File: config.mk
export PLATFORM = sky130hd
export DESIGN_NAME = spi_dev_reg_bridge
export DESIGN_NICKNAME = d
export VERILOG_FILES = /design/src/rtl/spi_dev_reg_bridge.sv
export SDC_FILE = /design/constraint.sdc
export NUM_CORES = 1
export LEC_CHECK = 0
export ABC_AREA = 1
export ABC_CLOCK_PERIOD_IN_PS = 10890
export CAP_MARGIN = 20
export CORE_UTILIZATION = 40
export DETAILED_ROUTE_END_ITERATION = 8
export REMOVE_ABC_BUFFERS = 1
export SYNTH_ARGS = -nofsm -noshare
export SYNTH_HDL_FRONTEND = slang
export SYNTH_SLANG_ARGS = --single-unit
File: constraint.sdc
create_clock -name clk_i -period 10.89 [get_ports clk_i]
set_input_delay 2.178 -clock clk_i [delete_from_list [all_inputs] [get_ports clk_i]]
set_output_delay 2.178 -clock clk_i [all_outputs]
set_load 0.01 [all_outputs]
File: src/rtl/spi_dev_reg_bridge.sv
// SPI mode-0 target that turns WRITE (0x02) / READ (0x03) frames into 32-bit register-bus accesses.
// Optional feature macro: SPI_DEV_REG_BRIDGE_STATUS_EN appends a {6'b0, timeout, error} STATUS byte.
package spi_dev_reg_bridge_pkg;
  typedef struct packed {
    logic [31:0] addr;
    logic        write;
    logic [31:0] wdata;
    logic [3:0]  wstrb;
    logic        valid;
  } reg_req_t;

  typedef struct packed {
    logic [31:0] rdata;
    logic        error;
    logic        ready;
  } reg_rsp_t;
endpackage

module spi_dev_reg_bridge #(
  parameter int unsigned AddrWidth  = 32,
  parameter int unsigned SyncStages = 2,
  parameter type reg_req_t = spi_dev_reg_bridge_pkg::reg_req_t,
  parameter type reg_rsp_t = spi_dev_reg_bridge_pkg::reg_rsp_t
) (
  input  logic     clk_i,
  input  logic     rst_i,
  input  logic     sck_i,
  input  logic     csb_i,
  input  logic     mosi_i,
  output logic     miso_o,
  output logic     miso_en_o,
  output reg_req_t reg_req_o,
  input  reg_rsp_t reg_rsp_i,
  output logic     busy_o
);
  localparam logic [3:0] IDLE   = 4'd0;
  localparam logic [3:0] CMD    = 4'd1;
  localparam logic [3:0] ADDR   = 4'd2;
  localparam logic [3:0] WDATA  = 4'd3;
  localparam logic [3:0] BUS_WR = 4'd4;
  localparam logic [3:0] RD_REQ = 4'd5;
  localparam logic [3:0] DUMMY  = 4'd6;
  localparam logic [3:0] RDATA  = 4'd7;
  localparam logic [3:0] DRAIN  = 4'd8;
`ifdef SPI_DEV_REG_BRIDGE_STATUS_EN
  localparam logic [3:0] STATUS = 4'd9;
  localparam logic [3:0] TAIL   = STATUS;
`else
  localparam logic [3:0] TAIL   = DRAIN;
`endif
  localparam logic [31:0] AddrMask = (AddrWidth >= 32) ? 32'hFFFF_FFFF : ((32'h1 << AddrWidth) - 32'h1);
  localparam logic [31:0] BadData  = 32'hBADC_AB1E;

  logic [SyncStages-1:0] sck_sync_q, csb_sync_q, mosi_sync_q;
  logic sck_prev_q, csb_prev_q;
  logic sck_s, csb_s, mosi_s, sck_rise, sck_fall, csb_rise, csb_fall;

  always_ff @(posedge clk_i or posedge rst_i) begin
    if (rst_i) begin
      sck_sync_q  <= '0;
      csb_sync_q  <= '1;
      mosi_sync_q <= '0;
      sck_prev_q  <= 1'b0;
      csb_prev_q  <= 1'b1;
    end else begin
      sck_sync_q  <= {sck_sync_q[SyncStages-2:0], sck_i};
      csb_sync_q  <= {csb_sync_q[SyncStages-2:0], csb_i};
      mosi_sync_q <= {mosi_sync_q[SyncStages-2:0], mosi_i};
      sck_prev_q  <= sck_s;
      csb_prev_q  <= csb_s;
    end
  end

  assign sck_s    = sck_sync_q[SyncStages-1];
  assign csb_s    = csb_sync_q[SyncStages-1];
  assign mosi_s   = mosi_sync_q[SyncStages-1];
  assign sck_rise = sck_s & ~sck_prev_q;
  assign sck_fall = ~sck_s & sck_prev_q;
  assign csb_rise = csb_s & ~csb_prev_q;
  assign csb_fall = ~csb_s & csb_prev_q;

  logic [3:0]  state_q, state_d;
  logic [5:0]  cnt_q, cnt_d;
  logic [31:0] sh_q, sh_d, sh_next, out_sh_q, out_sh_d;
  logic [31:0] fr_addr_q, fr_addr_d, fr_wdata_q, fr_wdata_d;
  logic [31:0] bus_addr_q, bus_addr_d, bus_wdata_q, bus_wdata_d, rdata_q, rdata_d;
  logic is_wr_q, is_wr_d, bus_wr_q, bus_wr_d, valid_q, valid_d, owner_q, owner_d;
  logic pend_q, pend_d, done_q, done_d, err_q, err_d, issue;
`ifdef SPI_DEV_REG_BRIDGE_STATUS_EN
  logic       timeout_q, timeout_d;
  logic [2:0] sbit_q, sbit_d;
  logic [7:0] status_byte;
  // A write that is still waiting on the bus reports 0x02 until ready arrives.
  assign status_byte = (is_wr_q && !done_q) ? 8'h02 : {6'b0, timeout_q, done_q & err_q};
`endif

  always_comb begin
    state_d = state_q;  cnt_d = cnt_q;  sh_d = sh_q;  out_sh_d = out_sh_q;  is_wr_d = is_wr_q;
    fr_addr_d = fr_addr_q;  fr_wdata_d = fr_wdata_q;
    bus_addr_d = bus_addr_q;  bus_wdata_d = bus_wdata_q;  bus_wr_d = bus_wr_q;
    valid_d = valid_q;  owner_d = owner_q;  pend_d = pend_q;
    done_d = done_q;  err_d = err_q;  rdata_d = rdata_q;
    issue = 1'b0;
    sh_next = {sh_q[30:0], mosi_s};
`ifdef SPI_DEV_REG_BRIDGE_STATUS_EN
    timeout_d = timeout_q;
    sbit_d    = sbit_q;
`endif

    // Results are kept only while the frame that launched the access is still open.
    if (valid_q && reg_rsp_i.ready) begin
      valid_d = 1'b0;
      owner_d = 1'b0;
      if (owner_q) begin
        done_d  = 1'b1;
        err_d   = reg_rsp_i.error;
        rdata_d = reg_rsp_i.rdata;
      end
    end

    if (csb_rise) begin
      state_d = IDLE;
      owner_d = 1'b0;
      pend_d  = 1'b0;
    end else begin
      if (sck_rise) begin
        sh_d  = sh_next;
        cnt_d = cnt_q + 6'd1;
      end
      case (state_q)
        IDLE: if (csb_fall) begin
          state_d = CMD;
          cnt_d   = '0;
        end
        CMD: if (sck_rise && cnt_q == 6'd7) begin
          cnt_d = '0;
          if (sh_next[7:1] == 7'b0000001) begin
            state_d = ADDR;
            is_wr_d = ~sh_next[0];
          end else begin
            state_d = DRAIN;
          end
        end
        ADDR: if (sck_rise && cnt_q == 6'd31) begin
          cnt_d     = '0;
          fr_addr_d = sh_next & AddrMask;
          if (is_wr_q) begin
            state_d = WDATA;
          end else begin
            state_d = RD_REQ;
            issue   = 1'b1;
          end
        end
        WDATA: if (sck_rise && cnt_q == 6'd31) begin
          cnt_d      = '0;
          fr_wdata_d = sh_next;
          state_d    = BUS_WR;
          issue      = 1'b1;
        end
        BUS_WR: begin
          state_d = TAIL;
`ifdef SPI_DEV_REG_BRIDGE_STATUS_EN
          sbit_d = '0;
`endif
        end
        RD_REQ: state_d = DUMMY;
        DUMMY: if (sck_rise && cnt_q == 6'd7) begin
          cnt_d    = '0;
          state_d  = RDATA;
          out_sh_d = (done_q && !err_q) ? rdata_q : BadData;
`ifdef SPI_DEV_REG_BRIDGE_STATUS_EN
          timeout_d = ~done_q;
`endif
        end
        RDATA: begin
          // The first fall after entering RDATA keeps bit 31 on the pin for the host's next rise.
          if (sck_fall && cnt_q != 6'd0) out_sh_d = {out_sh_q[30:0], 1'b0};
          if (sck_rise && cnt_q == 6'd31) begin
            cnt_d   = '0;
            state_d = TAIL;
`ifdef SPI_DEV_REG_BRIDGE_STATUS_EN
            sbit_d = '0;
`endif
          end
        end
`ifdef SPI_DEV_REG_BRIDGE_STATUS_EN
        STATUS: begin
          if (sck_fall && cnt_q != 6'd0) sbit_d = sbit_q + 3'd1;
          if (sck_rise && cnt_q == 6'd7) state_d = DRAIN;
        end
`endif
        default: ;
      endcase
    end

    if (issue) begin
      done_d = 1'b0;
      err_d  = 1'b0;
`ifdef SPI_DEV_REG_BRIDGE_STATUS_EN
      timeout_d = 1'b0;
`endif
    end
    // A new access waits until the previous one (possibly from an earlier frame) has retired.
    if ((issue || (pend_q && !csb_rise)) && !valid_q) begin
      valid_d     = 1'b1;
      owner_d     = 1'b1;
      pend_d      = 1'b0;
      bus_addr_d  = fr_addr_d;
      bus_wr_d    = is_wr_q;
      bus_wdata_d = is_wr_q ? fr_wdata_d : '0;
    end else if (issue) begin
      pend_d = 1'b1;
    end
  end

  always_ff @(posedge clk_i or posedge rst_i) begin
    if (rst_i) begin
      state_q <= IDLE;  cnt_q <= '0;  sh_q <= '0;  out_sh_q <= '0;  is_wr_q <= 1'b0;
      fr_addr_q <= '0;  fr_wdata_q <= '0;  bus_addr_q <= '0;  bus_wdata_q <= '0;  bus_wr_q <= 1'b0;
      valid_q <= 1'b0;  owner_q <= 1'b0;  pend_q <= 1'b0;  done_q <= 1'b0;  err_q <= 1'b0;
      rdata_q <= '0;
`ifdef SPI_DEV_REG_BRIDGE_STATUS_EN
      timeout_q <= 1'b0;  sbit_q <= '0;
`endif
    end else begin
      state_q <= state_d;  cnt_q <= cnt_d;  sh_q <= sh_d;  out_sh_q <= out_sh_d;  is_wr_q <= is_wr_d;
      fr_addr_q <= fr_addr_d;  fr_wdata_q <= fr_wdata_d;  bus_addr_q <= bus_addr_d;
      bus_wdata_q <= bus_wdata_d;  bus_wr_q <= bus_wr_d;
      valid_q <= valid_d;  owner_q <= owner_d;  pend_q <= pend_d;  done_q <= done_d;  err_q <= err_d;
      rdata_q <= rdata_d;
`ifdef SPI_DEV_REG_BRIDGE_STATUS_EN
      timeout_q <= timeout_d;  sbit_q <= sbit_d;
`endif
    end
  end

  always_comb begin
    miso_en_o = (state_q == DUMMY) || (state_q == RDATA);
    miso_o    = (state_q == RDATA) && out_sh_q[31];
`ifdef SPI_DEV_REG_BRIDGE_STATUS_EN
    if (state_q == STATUS) begin
      miso_en_o = 1'b1;
      miso_o    = status_byte[3'd7 - sbit_q];
    end
`endif
  end

  always_comb begin
    reg_req_o       = '0;
    reg_req_o.addr  = bus_addr_q;
    reg_req_o.write = bus_wr_q;
    reg_req_o.wdata = bus_wdata_q;
    reg_req_o.wstrb = {4{valid_q}};
    reg_req_o.valid = valid_q;
  end

  assign busy_o = (state_q != IDLE) && (state_q != CMD);

endmodule
==> summary.md, run 1 <==
| Metric | Value |
|---|---|
| Slew @ Worst Pin | 0.905 ns |
| CTS tree | yes |
| Setup TNS | 0 ns |
| Root buf cell | clkbuf_16 |
| Vias in the first global route | 7650 |
| Area Growth Syn to Fin | 21.5% |
| Syn avg cell area | 8.60 µm² |
| Status | finished, final reports clean |
| P_leak | 6.54 nW |
| CTS resizes | 0 |
| Crit. End Element | output pin |
| Class of the worst hold path | register to register |
| Clock power frac | 44.2% |
| Worst vdd ir | 0.111 mV |
| Sw Ratio | 25.4% |
| # IOs | 112 |
| Yosys warning count | 0 |
| Max transition margin | 39.7% |
| Antenna viol nets, final | 0 |
| Post-synth EDFFs | 0 |
| RR Startpoint | csb_sync_q[1]$_DFF_PP1_ |
| Die Area | 26300 µm² |
| Clock buffer depth | 3 |
| Sequential share of power | 47.0% |
| P_sw | 0.538 mW |
| Largest net degree at the start of global routing | 113 |
| Dpl hpwl | 13300 µm |
| Crit share post-route | 41.6% |
| Min-delay src | mosi_sync_q[0]$_DFF_PP0_ |
| Setup Skew | 0.0303 ns |
| Die X | 162 µm |
| Max Fclk | 0.221 GHz |
| Hold_buf cts | 0 |
| Critical Path Source Type | register |
| FP Rows | 58 |
| Synth Register Bits | 248 |
| GR Util All Layers | 18.2% |
| Clock slew at reported path FFs | 0.06 ns |
| DRT iter0 DRCs | 538 |
| Routed length per instance | 13.9 µm |
| Layout cells sized above 1 | 6.51% |
| CTS Buf Count | 28 |
| Setup slack after placement | 5.78 ns |
| Synthesized instance count | 1195 |
| CP startpoint | state_q[2]$_DFFE_PP0P_ |
| Chip height | 162 µm |
| First-pass DRT Iterations | 5 |
| IO buf count | 111 |
| Register area share after synthesis | 60.5% |
| Fill cells | 2431 |
| Slew Viols, Final | 0 |
| Latest clock arrival within the worst-skew pair | 0.56 ns |
| Internal | 1.58 mW |
| Setup CP Type | register to output pin |
| Comb power frac | 8.8% |
| Final WS setup | 6.37 ns |
| # diodes | 0 |
| Remaining DRCs | 0 |
| GPL Wtd Cong | 0.784 |
| Critical-path maximum fanout | 23 |
| Setup violations, final | 0 |
| Clock sinks | 248 |
| CP arrival | 2.35 ns |
| DR vias/cell | 4.68 |
| Post-CTS setup buffer count | 0 |
| Max-cap violations | 0 |
| Power per cell area | 170 nW/µm² |
| CTS H-tree lvls | 1 |
| Grt ovf | 0 |
| Post-Syn Area | 10300 µm² |
| Post-synth cell types | 32 |
| Multi-input gate area | 3260 µm² |
| Via Count | 7663 |
| Critical Path RT | 8.71 ns |
| Clock period minus worst slack | 4.52 ns |
| First-pass GRT wire length | 38700 µm |
| Worst hold slack | 0.345 ns |
| Unrepaired setup endpoints after global routing | false |
| Routed WL | 22800 µm |
| Core area | 25200 µm² |
| Starting density of the core | 40.8% |
| Nets@finish | 1328 |
| Asr flop ratio synth | 100% |
| Top_reg_cell synth | dfrtp_1 |
| Final hold vios | 0 |
| Register Area | 6210 µm² |
| Initial antenna violation count | 0 |
-- logic make-up (layout without fill, tap and decap cells) --
kind of cell / count (synthesis) / count (layout) / synth area share (%)
xor gates and xnor gates: 2 / 2 / 0.171
DFF: 248 / 248 / 60.5
and+or+nand+nor: 609 / 609 / 23.7
buffers and inverters: 186 / 297 / 7.84
adders and majority gates: 4 / 4 / 0.487
AOI/OAI and AO/OA: 146 / 146 / 7.34
-- synthesized netlist by cell type, drive strengths merged (2+ instances only) --
cell    number  area share (%)
xor2         2            0.17
nand2      472              18
ha           4            0.49
inv        127             4.6
dfrtp      245              60
nand3       45             2.5
buf         39             2.5
o21ai      133             6.5
clkbuf      20            0.73
dfstp        3            0.77
nor3         5            0.24
a21oi        8            0.43
nor2        85             3.3
-- state kept, by name (all words and copies together), names as in the netlist --
signal       cells
bus_addr_q      32
bus_wdata_q     32
bus_wr_q         1
cnt_q            6
csb_prev_q       1
csb_sync_q       2
done_q           1
err_q            1
fr_addr_q       32
fr_wdata_q      32
is_wr_q          1
mosi_sync_q      2
out_sh_q        32
owner_q          1
pend_q           1
rdata_q         32
sck_prev_q       1
sck_sync_q       2
sh_q            31
state_q          4
valid_q          1
-- routing by layer --
| metal | global-route usage [%] | wire (µm) |
|---|---|---|
| met1 | 25.1 | 10700 |
| met2 | 29.3 | 10400 |
| met3 | 3.22 | 1170 |
| met4 | 5.19 | 559 |
| met5 | 0 | 0 |
-- critical path: stages (launching register included) --
cell             delay, ns
dfrtp_1               0.46
inv_2                 0.06
nor2_2                0.14
nand2_2               0.36
nor2_1                0.22
clkdlybuf4s50_1       0.55
-- power by group through the flow --
stage	sequential (mW)	combinational (mW)	clock (mW)
final	0.997	0.187	0.937
after global placement	1.01	0.185	0
after floorplan	1.01	0.131	0
after CTS	0.997	0.190	0.958
after global routing	1.00	0.220	1.00
after detailed placement	1.01	0.189	0
-- final cells by class --
type | count | share of cell area (%)
clock inverter | 10 | 0.882
sequential | 248 | 49.7
multi-input combinational | 761 | 26.1
tap | 330 | 3.31
inverter | 127 | 3.88
clock buffer | 41 | 6.64
timing repair buffer | 119 | 9.44
-- layout by cell type, fill, tap and decap left out --
cell type | Yosys | layout
a21oi_1 | 7 | 7
clkinv_4 | 0 | 2
clkbuf_8 | 0 | 8
inv_2 | 8 | 8
o22a_1 | 1 | 1
clkdlybuf4s50_1 | 0 | 111
dfrtp_1 | 245 | 245
clkbuf_1 | 20 | 5
nand2_4 | 2 | 2
nand2_2 | 6 | 6
o21a_1 | 1 | 1
a21oi_2 | 1 | 1
o21ai_1 | 92 | 92
nor2_1 | 81 | 80
nand3b_1 | 1 | 1
nand3_1 | 41 | 41
o211ai_1 | 1 | 1
nor3_1 | 5 | 5
clkinv_16 | 0 | 1
nor2_4 | 1 | 1
nand3_4 | 2 | 2
nand3_2 | 2 | 2
inv_8 | 0 | 1
buf_4 | 7 | 7
clkinv_2 | 0 | 5
ha_1 | 4 | 4
nand4_1 | 1 | 1
buf_8 | 0 | 1
a32oi_1 | 1 | 1
dfstp_2 | 3 | 3
a31oi_2 | 1 | 1
xor2_1 | 2 | 2
o21ai_0 | 41 | 41
nor2_2 | 3 | 4
nand2_1 | 464 | 464
inv_1 | 119 | 118
bufinv_16 | 0 | 1
clkbuf_16 | 0 | 28
clkinvlp_4 | 0 | 1
-- final timing paths --
kind,end,slack [ns],cells past startpoint
setup / recovery,miso_o,6.37,5
min in group asynchronous,bus_wdata_q[12]$_DFFE_PP0P_,2.17,2
max in group asynchronous,bus_addr_q[20]$_DFFE_PP0P_,6.59,4
setup reg to reg,bus_addr_q[21]$_DFFE_PP0P_,7.78,11
hold / removal,mosi_sync_q[1]$_DFF_PP0_,0.34,0
hold reg to reg,mosi_sync_q[1]$_DFF_PP0_,0.34,0
-- through the flow --
stage               cells  cell area (µm²)  util [%]  power (mW)
floorplan            1136             9940         -        1.14
CTS                  1635            12500      49.5        2.14
global route         1636            12500      49.6        2.22
global placement     1584            11500      45.8        1.20
detailed placement   1584            11500      45.8        1.20
finish               1636            12500      49.6        2.12
Note: power is estimated with default switching activity, not from simulation.
==> run 2: changes to the inputs <==
--- a/config.mk
+++ b/config.mk
@@ -6,7 +6,7 @@
 export NUM_CORES = 1
 export LEC_CHECK = 0
 export ABC_AREA = 1
-export ABC_CLOCK_PERIOD_IN_PS = 10890
+export ABC_CLOCK_PERIOD_IN_PS = 4300
 export CAP_MARGIN = 20
 export CORE_UTILIZATION = 40
 export DETAILED_ROUTE_END_ITERATION = 8
==> constraint.sdc (replaced) <==
create_clock -name clk_i -period 4.3 [get_ports clk_i]
set_input_delay 0.86 -clock clk_i [delete_from_list [all_inputs] [get_ports clk_i]]
set_output_delay 0.86 -clock clk_i [all_outputs]
set_load 0.01 [all_outputs]
==> run 2 against run 1 <==
Compared with the run above:
- sequential power increased to 2.5 times the previous value
- clock power is 140% higher
- register-to-register slack worse by 6.2 ns
- sequential cell count unchanged
- design area about the same
- sequential share of layout area about the same
- routed wire length fell by 0.38%
- die area did not move
- non-clock buffer count increased by 6
- largest cell class unchanged
- first-iteration DRC count is 14% lower
- critical endpoint unchanged
- largest power group unchanged
- core utilization barely moved
- highest routed layer unchanged
==> summary.md, run 2 (same netlist as run 1, synthesis figures left out) <==
| Metric | Value |
|---|---|
| Clock period minus worst slack | 3.07 ns |
| Power per cell area | 422 nW/µm² (+150%) |
| First-pass GRT wire length | 38200 µm (-1.4%) |
| CTS Buf Count | 26 (-7.1%) |
| Final hold vios | 0 (unchanged) |
| Hold_buf cts | 0 (unchanged) |
| GR Util All Layers | 17.9% (-0.27 points) |
| # diodes | 0 (unchanged) |
| Critical Path RT | 3.44 ns (-5.27 ns) |
| Placed cells | 1591 (+0.44%) |
| Layout cells sized above 1 | 6.57% (+0.067 points) |
| CP arrival | 2.21 ns (-0.14 ns) |
| Vias in the first global route | 7510 (-1.8%) |
| Worst-case hold path end point | mosi_sync_q[1]$_DFF_PP0_ |
| Clock slew at reported path FFs | 0.06 ns (about the same) |
| Latest clock arrival within the worst-skew pair | 0.54 ns (-0.02 ns) |
| Critical Path Source Type | register |
| Class of the worst hold path | register to register |
| Slew Viols, Final | 0 (unchanged) |
| Clock buffer depth | 3 (unchanged) |
| Min-delay src | mosi_sync_q[0]$_DFF_PP0_ |
| Worst hold slack | 0.351 ns (+0.00631 ns) |
| Nets@finish | 1332 (+0.30%) |
| Crit. End Element | output pin |
| FF-to-FF End | bus_addr_q[30]$_DFFE_PP0P_ |
| Setup TNS | 0 ns (unchanged) |
| Setup violations, final | 0 (unchanged) |
| FP Rows | 58 (unchanged) |
| Max Fclk | 0.326 GHz |
| Commonest cells after routing, fill and taps aside | nand2_1 (464), dfrtp_1 (245), inv_1 (118) |
| Core area | 25200 µm² (unchanged) |
| Routed WL | 22700 µm (-0.38%) |
| Dpl hpwl | 13700 µm (+3.5%) |
| Worst vdd ir | 0.295 mV (+170%) |
| Chip height | 162 µm (unchanged) |
| Grt ovf | 0 (unchanged) |
| Setup CP Type | register to output pin |
| IO buf count | 111 (unchanged) |
| Crit share post-route | 71.3% |
| Via Count | 7593 (-0.91%) |
| Post-CTS setup buffer count | 0 (unchanged) |
| DR vias/cell | 4.64 (-1.0%) |
| Area Growth Syn to Fin | 21.6% (about the same) |
| Initial antenna violation count | 0 (unchanged) |
| P_leak | 6.54 nW (about the same) |
| Die X | 162 µm (unchanged) |
| Starting density of the core | 40.8% (unchanged) |
| Layout Cells excl Fill | 1638 (+0.12%) |
| Critical-path maximum fanout | 22 (-4.3%) |
| Cell depth of the worst hold path | 0 (unchanged) |
| Max-cap violations | 0 (unchanged) |
| R2r setup slk | 1.62 ns (-6.16 ns) |
| CTS resizes | 0 (unchanged) |
| DRT iter0 DRCs | 464 (-14%) |
| GPL Wtd Cong | 0.850 (+8.4%) |
| Die Area | 26300 µm² (unchanged) |
| Clock sinks | 248 (unchanged) |
| Largest net degree at the start of global routing | 69 (-39%) |
| First-pass DRT Iterations | 5 (unchanged) |
| Fill cells | 2401 (-1.2%) |
| CTS H-tree lvls | 1 (unchanged) |
| Root buf cell | clkbuf_16 |
| Routed length per instance | 13.9 µm (-0.50%) |
| # IOs | 112 (unchanged) |
| Reg2reg path depth | 10 (-1) |
| Antenna viol nets, final | 0 (unchanged) |
| Setup Skew | 0.0157 ns (-0.0146 ns) |
| CTS tree | yes |
| Max transition margin | 38.9% (-0.73 points) |
| RR Startpoint | csb_prev_q$_DFF_PP1_ |
| Slew @ Worst Pin | 0.913 ns (+0.00774 ns) |
| Unrepaired setup endpoints after global routing | false |
| Most common cell after layout, fill and taps aside | nand2_1 |
| Status | finished, final reports clean |
| Total power | 5.27 mW (+150%) |
| Remaining DRCs | 0 (unchanged) |
## run 2: cell count changes in the layout (fill, tap and decap cells not counted), sizes merged
cell | before | now
clkinv | 8 | 4
buf | 8 | 14
## run 2: final cells by class
type | instances | area, µm² | share of cell area [%]
inverter | 127 | 484 | 3.88
timing repair buffer | 125 | 1240 | 9.94
clock buffer | 41 | 797 | 6.38
multi-input combinational | 761 | 3260 | 26.1
clock inverter | 6 | 82.6 | 0.661
sequential | 248 | 6210 | 49.7
tap | 330 | 413 | 3.31
## run 2: worst max path at each step
stage / start / to / slack [ns] / cells after the start
2_1_floorplan: rst_i / bus_addr_q[0]$_DFFE_PP0P_ / -3.37 / 1
3_3_place_gp: reg_rsp_i[0] / err_q$_DFFE_PP0P_ / 1.54 / 8
3_5_place_dp: reg_rsp_i[0] / err_q$_DFFE_PP0P_ / 1.50 / 8
4_1_cts: state_q[2]$_DFFE_PP0P_ / miso_o / 1.21 / 6
5_1_grt: state_q[2]$_DFFE_PP0P_ / miso_o / 1.11 / 6
6_report: state_q[2]$_DFFE_PP0P_ / miso_o / 1.23 / 6
## run 2: per-layer routing
layer	wire, µm	GRT usage, %	vias up
li1	-	-	3848
met1	11000	25.4	3556
met2	10200	28.5	151
met3	907	2.45	38
met4	530	5.19	0
met5	0	0	-
## run 2: report_power, final
group | leakage, nW | internal, mW | switching [mW] | total, mW
clock network | 0.430 | 1.33 | 0.929 | 2.26
logic | 2.73 | 0.171 | 0.307 | 0.478
registers | 3.39 | 2.44 | 0.0875 | 2.53
total | 6.54 | 3.94 | 1.32 | 5.27
## run 2: critical path: stages, from the launching register on
cell and delay (ns):
dfrtp_1 0.47, inv_2 0.07, nor2_2 0.15, nand2_2 0.08, buf_4 0.24, nor2_1 0.12, clkdlybuf4s50_1 0.54
## run 2: metrics by stage
| step | utilization [%] | area, µm² | setup WS, ns |
|---|---|---|---|
| 6_report | 49.6 | 12500 | 1.23 |
| 5_1_grt | 49.6 | 12500 | 1.11 |
| 4_1_cts | 49.6 | 12500 | 1.21 |
| 3_5_place_dp | 46.1 | 11600 | 1.50 |
| 3_3_place_gp | 46.1 | 11600 | 1.54 |
| 2_1_floorplan | - | 9940 | -3.37 |
